`src/rtl/keypad_event_pkg.sv`:
```
// Shared types for the keypad event block: key count, queued event record, wait FSM states.
// No logic of its own; the lowest_key helper is pure combinational priority.
// Used by keypad_event and its testbench.
package keypad_pkg;

  localparam int KEY_COUNT = 16;

  typedef struct packed {
    logic       press;
    logic [3:0] key;
  } key_evt_t;

  typedef enum logic [1:0] {IDLE, ARMED, HELD, DONE} wait_state_t;

  // Index of the lowest set bit; 0 when none is set (callers gate with |v).
  function automatic logic [3:0] lowest_key(input logic [KEY_COUNT-1:0] v);
    logic [3:0] k;
    k = 4'd0;
    for (int i = KEY_COUNT - 1; i >= 0; i--) begin
      if (v[i]) k = 4'(i);
    end
    return k;
  endfunction

endpackage

```
`src/rtl/keypad_event_debounce.sv`:
```
// One key's debouncer: stable level flips after DEBOUNCE_CYCLES mismatched samples.
// Latency: flip on edge DEBOUNCE_CYCLES-1 of a held change; rise/fall pulses are
// combinational and valid in the cycle before the flip edge. No backpressure.
module key_debounce #(
  parameter int DEBOUNCE_CYCLES = 1024
) (
  input  logic clk,
  input  logic rst_n,
  input  logic i_raw,
  output logic o_stable,
  output logic o_rise,
  output logic o_fall
);

  localparam int CW = $clog2(DEBOUNCE_CYCLES);
  localparam logic [CW-1:0] LAST = CW'(DEBOUNCE_CYCLES - 1);

  logic [CW-1:0] r_cnt;
  logic          r_stable;
  logic          w_diff;
  logic          w_flip;

  assign w_diff = i_raw ^ r_stable;
  assign w_flip = w_diff && (r_cnt == LAST);

  // Count consecutive mismatches; flip the stable level when the run is long enough.
  always_ff @(posedge clk) begin
    if (!rst_n) begin
      r_cnt    <= '0;
      r_stable <= 1'b0;
    end else if (w_flip) begin
      r_cnt    <= '0;
      r_stable <= ~r_stable;
    end else if (w_diff) begin
      r_cnt    <= r_cnt + CW'(1);
    end else begin
      r_cnt    <= '0;
    end
  end

  assign o_stable = r_stable;
  assign o_rise   = w_flip && !r_stable;
  assign o_fall   = w_flip &&  r_stable;

endmodule

```
`src/rtl/keypad_event.sv`:
```
// Keypad consumer: debounce 16 keys, queue press/release events, service FX0A wait.
// Latency: flip at T, enqueue at T+1 (evt_valid after T+1), wait_done in the cycle after T+1.
// Backpressure: evt_ready low holds the head and fills the queue; further edges coalesce in
// per-key pending bits and a lost edge sets sticky overflow.
// Build option KEYPAD_EVT_WAIT_RELEASE_EN: FX0A completes on release of the captured key.
module keypad_event
  import keypad_pkg::*;
#(
  parameter int DEBOUNCE_CYCLES = 1024,
  parameter int FIFO_DEPTH      = 4
) (
  input  logic                 clk,
  input  logic                 rst_n,
  input  logic [KEY_COUNT-1:0] keys_raw,
  output logic [KEY_COUNT-1:0] keys_stable,
  output logic                 evt_valid,
  input  logic                 evt_ready,
  output logic [3:0]           evt_key,
  output logic                 evt_press,
  input  logic                 wait_req,
  output logic                 wait_done,
  output logic [3:0]           wait_key,
  output logic                 overflow
);

  localparam int AW = $clog2(FIFO_DEPTH);
  localparam int CW = AW + 1;
  localparam logic [CW-1:0] FULL_CNT = CW'(FIFO_DEPTH);

  logic [KEY_COUNT-1:0] w_stable, w_rise, w_fall;

  for (genvar k = 0; k < KEY_COUNT; k++) begin : g_key
    key_debounce #(.DEBOUNCE_CYCLES(DEBOUNCE_CYCLES)) u_deb (
      .clk     (clk),
      .rst_n   (rst_n),
      .i_raw   (keys_raw[k]),
      .o_stable(w_stable[k]),
      .o_rise  (w_rise[k]),
      .o_fall  (w_fall[k])
    );
  end

  assign keys_stable = w_stable;

  logic [KEY_COUNT-1:0] r_pend_press, r_pend_rel;
  logic [KEY_COUNT-1:0] w_pend_any, w_clr_press, w_clr_rel;
  logic [3:0]           w_sel_key;
  logic                 w_sel_press, w_push, w_pop, w_full, w_head_is_wr;
  key_evt_t             w_push_dat, w_head_nxt, r_head;
  key_evt_t             r_mem [FIFO_DEPTH];
  logic [AW-1:0]        r_wr, r_rd, w_rd_nxt;
  logic [CW-1:0]        r_cnt, w_cnt_nxt;
  logic                 r_evt_vld, r_overflow;

  assign w_full = (r_cnt == FULL_CNT);

  // Drain selection and FIFO next-state; a pending pair is emitted in the order it happened.
  always_comb begin
    w_pend_any = r_pend_press | r_pend_rel;
    w_sel_key  = lowest_key(w_pend_any);
    if (r_pend_press[w_sel_key] && r_pend_rel[w_sel_key]) begin
      w_sel_press = !w_stable[w_sel_key];
    end else begin
      w_sel_press = r_pend_press[w_sel_key];
    end
    w_pop            = r_evt_vld && evt_ready;
    w_push           = (|w_pend_any) && (!w_full || w_pop);
    w_push_dat.press = w_sel_press;
    w_push_dat.key   = w_sel_key;
    w_clr_press      = '0;
    w_clr_rel        = '0;
    if (w_push) begin
      if (w_sel_press) w_clr_press[w_sel_key] = 1'b1;
      else             w_clr_rel[w_sel_key]   = 1'b1;
    end
    w_rd_nxt  = w_pop ? r_rd + AW'(1) : r_rd;
    w_cnt_nxt = r_cnt;
    if (w_push && !w_pop)      w_cnt_nxt = r_cnt + CW'(1);
    else if (!w_push && w_pop) w_cnt_nxt = r_cnt - CW'(1);
    // The new entry becomes the head when nothing older survives this cycle.
    w_head_is_wr = (r_cnt == '0) || ((r_cnt == CW'(1)) && w_pop);
    if (w_cnt_nxt == '0)             w_head_nxt = '0;
    else if (w_push && w_head_is_wr) w_head_nxt = w_push_dat;
    else                             w_head_nxt = r_mem[w_rd_nxt];
  end

  // Pending edge bits and sticky overflow when an edge lands on an unconsumed one.
  always_ff @(posedge clk) begin
    if (!rst_n) begin
      r_pend_press <= '0;
      r_pend_rel   <= '0;
      r_overflow   <= 1'b0;
    end else begin
      r_pend_press <= (r_pend_press & ~w_clr_press) | w_rise;
      r_pend_rel   <= (r_pend_rel   & ~w_clr_rel)   | w_fall;
      if (|((w_rise & r_pend_press & ~w_clr_press) | (w_fall & r_pend_rel & ~w_clr_rel))) begin
        r_overflow <= 1'b1;
      end
    end
  end

  // Event storage; contents need no reset because the head register masks them.
  always_ff @(posedge clk) begin
    if (w_push) r_mem[r_wr] <= w_push_dat;
  end

  // FIFO pointers, occupancy and registered head outputs.
  always_ff @(posedge clk) begin
    if (!rst_n) begin
      r_wr      <= '0;
      r_rd      <= '0;
      r_cnt     <= '0;
      r_evt_vld <= 1'b0;
      r_head    <= '0;
    end else begin
      if (w_push) r_wr <= r_wr + AW'(1);
      r_rd      <= w_rd_nxt;
      r_cnt     <= w_cnt_nxt;
      r_evt_vld <= (w_cnt_nxt != '0);
      r_head    <= w_head_nxt;
    end
  end

  assign evt_valid = r_evt_vld;
  assign evt_key   = r_head.key;
  assign evt_press = r_head.press;
  assign overflow  = r_overflow;

  wait_state_t          r_wst;
  logic                 r_wait_req_q, r_wait_done;
  logic [KEY_COUNT-1:0] r_rise_q;
  logic [3:0]           r_wait_key;
`ifdef KEYPAD_EVT_WAIT_RELEASE_EN
  logic [KEY_COUNT-1:0] r_fall_q;
  logic [3:0]           r_wait_cap;
`endif

  // FX0A wait FSM on one-cycle-delayed stable edges; only edges seen while armed count.
  always_ff @(posedge clk) begin
    if (!rst_n) begin
      r_wst        <= IDLE;
      r_wait_req_q <= 1'b0;
      r_rise_q     <= '0;
      r_wait_done  <= 1'b0;
      r_wait_key   <= 4'd0;
`ifdef KEYPAD_EVT_WAIT_RELEASE_EN
      r_fall_q     <= '0;
      r_wait_cap   <= 4'd0;
`endif
    end else begin
      r_wait_req_q <= wait_req;
      r_rise_q     <= w_rise;
      r_wait_done  <= 1'b0;
`ifdef KEYPAD_EVT_WAIT_RELEASE_EN
      r_fall_q     <= w_fall;
`endif
      case (r_wst)
        IDLE: if (wait_req && !r_wait_req_q) r_wst <= ARMED;
        ARMED: begin
          if (!wait_req) begin
            r_wst <= IDLE;
          end else if (|r_rise_q) begin
`ifdef KEYPAD_EVT_WAIT_RELEASE_EN
            r_wait_cap  <= lowest_key(r_rise_q);
            r_wst       <= HELD;
`else
            r_wait_key  <= lowest_key(r_rise_q);
            r_wait_done <= 1'b1;
            r_wst       <= DONE;
`endif
          end
        end
`ifdef KEYPAD_EVT_WAIT_RELEASE_EN
        HELD: begin
          if (!wait_req) begin
            r_wst <= IDLE;
          end else if (r_fall_q[r_wait_cap]) begin
            r_wait_key  <= r_wait_cap;
            r_wait_done <= 1'b1;
            r_wst       <= DONE;
          end
        end
`endif
        DONE:    r_wst <= IDLE;
        default: r_wst <= IDLE;
      endcase
    end
  end

  assign wait_done = r_wait_done;
  assign wait_key  = r_wait_key;

endmodule
```
`config.mk`:
```
export PLATFORM = sky130hd
export DESIGN_NAME = keypad_event
export DESIGN_NICKNAME = d
export VERILOG_FILES = /design/src/rtl/keypad_event_pkg.sv /design/src/rtl/keypad_event_debounce.sv /design/src/rtl/keypad_event.sv
export SDC_FILE = /design/constraint.sdc
export NUM_CORES = 1
export LEC_CHECK = 0
export ABC_AREA = 1
export CAP_MARGIN = 10
export CORE_ASPECT_RATIO = 1.1
export CORE_UTILIZATION = 31
export DETAILED_ROUTE_END_ITERATION = 10
export PLACE_DENSITY = 0.54
export SYNTH_ARGS = -nofsm -noshare
export SYNTH_HDL_FRONTEND = slang
export SYNTH_HIERARCHICAL = 1
export SYNTH_SLANG_ARGS = --single-unit
```
`constraint.sdc`:
```
create_clock -name clk -period 6.1 [get_ports clk]
set_input_delay 1.22 -clock clk [delete_from_list [all_inputs] [get_ports clk]]
set_output_delay 1.22 -clock clk [all_outputs]
set_load 0.02 [all_outputs]
```
==> flow_summary.yaml <==
power_and_ir_drop:
  p_sw_uw: 888
  power.static_leakage_nw: 6.48
  sw_frac_of_total_pct: 23.2
  vdd_drop_max_mv: 0.226
  p_int_mw: 2.94
  p_seq_share_pct: 47.3
  power_frac_comb_pct: 6.2
  power_density_mw_per_mm2: 248
  pwr-share-clk_pct: 46.5
route:
  drt-wirelength-per-cell_um: 12.0
  final_antenna_net_count: 0
  finalWirelength_mm: 29.9
  first_pass_iters: 5
  drt-initial-drc-count: 555
  drc: 0
  num_vias: 11000
  via_per_inst: 4.43
job:
  max_cap_viol_count: 0
clock_network:
  cts.clk_slew.worst_paths_ns: 0.06
  h-tree-depth: 1
  cts_setup_buffers: 0
  cts_buffers: 31
  cts-root-buf: "clkbuf_16"
  cts_hold_buf: 0
  clk_latency_ns: 0.57
  post_cts_resized: 0
  tritoncts: "built"
  cts.path.max_buffers: 3
  clkSinkCount: 266
logic_synthesis:
  synth_seq_area_share_pct: 41.5
  synth_edf_count: 20
  postSynthCellCount: 1833
  async_reset_ff_share_pct: 0
  ys_types: 42
  netlist_area_mm2: 0.0133
  synth_seq_cells: 266
  synth_nets: 1877
  ys_warn_count: 6
  synthTopCellsByArea: "dfxtp_1, nand2_1, nor2_1"
  yosysTopAreaCell: "dfxtp_1"
  yosysTopAreaCellShare_pct: 37.0
  syn_area_per_cell_um2: 7.27
  synth_flop_cell: "dfxtp_1"
min_path:
  hp-class: "reg -> reg"
setup_path:
  cpMaxStageDelayCell: "dfxtp_1"
  path_max_fanout: 26
  cp_top_family: "simple AND/OR/NAND/NOR gates"
  crit_top_cell: "nand2_1"
  critPathBufInv: 3
  worstPathArrival_ns: 4.55
  crit_type: "reg -> reg"
  crit_path_max_incr_delay_ns: 0.37
  worstPathRequired_ns: 6.57
  critPathLaunchType: "flip-flop"
  cp-end-kind: "flip-flop"
layout:
  n_antenna_cell: 0
  layout.cells.non_filler: 2490
  area_growth_pct: 15.5
  mostFrequentLayoutCell: "nand2_1"
  fillCellCount: 4526
  nets: 1943
  final_cell_mix: "nand2_1, nor2_1, inv_1"
  drive_gt1_share_pct: 9.98
floorplan:
  io_pins: 48
  die_width_um: 200
  start_util_pct: 31.5
  dieArea_mm2: 0.0438
  core.rowCount: 79
  core_mm2: 0.0423
  die_y_um: 219
timing:
  slew_violations: 0
  setup_violations: 0
  tightest_slew_ns: 0.781
  hold_viol: 0
  fin_tns_setup_ns: 0
  finalClockSkew_ns: 0.0119
  rsz0062_at_grt: "no"
  fmax_mhz: 245
  finalCritPeriodShare_pct: 66.9
  finalCriticalPeriod_ns: 4.08
  maxSlewHeadroom_pct: 47.9
placed_design:
  dp.cells: 2433
  hpwl_mm: 21.5
  gp_congestion: 0.897
  port_buffers: 47
global_routing:
  grt_pass1_vias: 10500
  antenna_found_initial: 0
  grt-ovfl-total: 0
  grt_start_max_net_pins: 66
  grt_use_total_pct: 13.8
  grt_pass1_wl_mm: 49.3
outcome:
  status: "finished clean"
-- power groups by stage --
| stage | clock network [mW] | registers (mW) | logic [mW] |
|---|---|---|---|
| after detailed placement | 0 | 1.85 | 0.240 |
| after global placement | 0 | 1.85 | 0.236 |
| after CTS | 1.85 | 1.81 | 0.241 |
| after floorplan | 0 | 1.86 | 0.132 |
| after global routing | 1.92 | 1.81 | 0.269 |
| final | 1.78 | 1.81 | 0.238 |
-- kinds of logic after synthesis --
group | Yosys count | synth area share, %
flops | 266 | 41.5
fa+ha+maj | 24 | 2.25
xor+xnor | 81 | 5.32
compound gates | 149 | 5.96
simple gates | 1022 | 36.4
buf+inv | 290 | 8.50
mux | 1 | 0.0751
-- path summary, 6_finish.rpt --
check / slack, ns / startpoint / end / cells after the start
max: 2.02 / r_pend_press[15] / overflow / 33
min: 0.43 / r_wait_req_q / r_wst[0] / 1
min reg2reg: 0.43 / r_wait_req_q / r_wst[0] / 1
max reg2reg: 2.02 / r_pend_press[15] / overflow / 33
-- layout make-up --
type | instances | area, µm² | share of cell area, %
Multi-Input combinational cell | 1277 | 6670 | 43.3
Sequential cell | 266 | 5530 | 35.9
Inverter | 272 | 1020 | 6.63
Clock buffer | 44 | 858 | 5.58
Tap cell | 567 | 709 | 4.61
Timing Repair Buffer | 51 | 495 | 3.22
Clock inverter | 13 | 115 | 0.748
-- routing by layer --
| metal | share of wire (%) | vias to the layer above | GRT usage, % |
|---|---|---|---|
| li1 | - | 5809 | - |
| met1 | 45 | 4968 | 16.7 |
| met2 | 47 | 202 | 24.4 |
| met3 | 5.1 | 58 | 2.20 |
| met4 | 3.0 | 0 | 5.47 |
| met5 | 0 | - | 0 |
-- through the flow --
stage	utilization (%)	hold WS [ns]	setup WS, ns	power [mW]	instance area (µm²)
after detailed placement	34.1	0.421	2.01	2.09	14400
after global placement	34.1	0.414	2.13	2.08	14400
after floorplan	-	0.404	2.97	2.00	13300
after global routing	36.4	0.448	1.65	4.00	15400
after CTS	36.4	0.435	2.16	3.90	15400
final	36.4	0.427	2.02	3.83	15400
-- cell usage after synthesis (24+ instances only) --
cell type / instances
a21oi_1: 79
dfxtp_1: 246
ha_1: 24
inv_1: 265
nand2_1: 446
nand3_1: 90
nand3_2: 32
nand3b_1: 24
nor2_1: 290
nor2_2: 34
nor2_4: 33
o21ai_0: 44
xnor2_1: 48
xor2_1: 33
-- sequential cells by signal, summed over array words and instances, names as in the netlist, 3 cells and up --
signal	cells
g_key.u_deb/r_cnt	160
r_mem	20
g_key.u_deb/o_stable	16
r_pend_press	16
r_pend_rel	16
r_rise_q	16
evt_key	4
wait_key	4
r_cnt	3
Note: power is estimated with default switching activity, not from simulation.
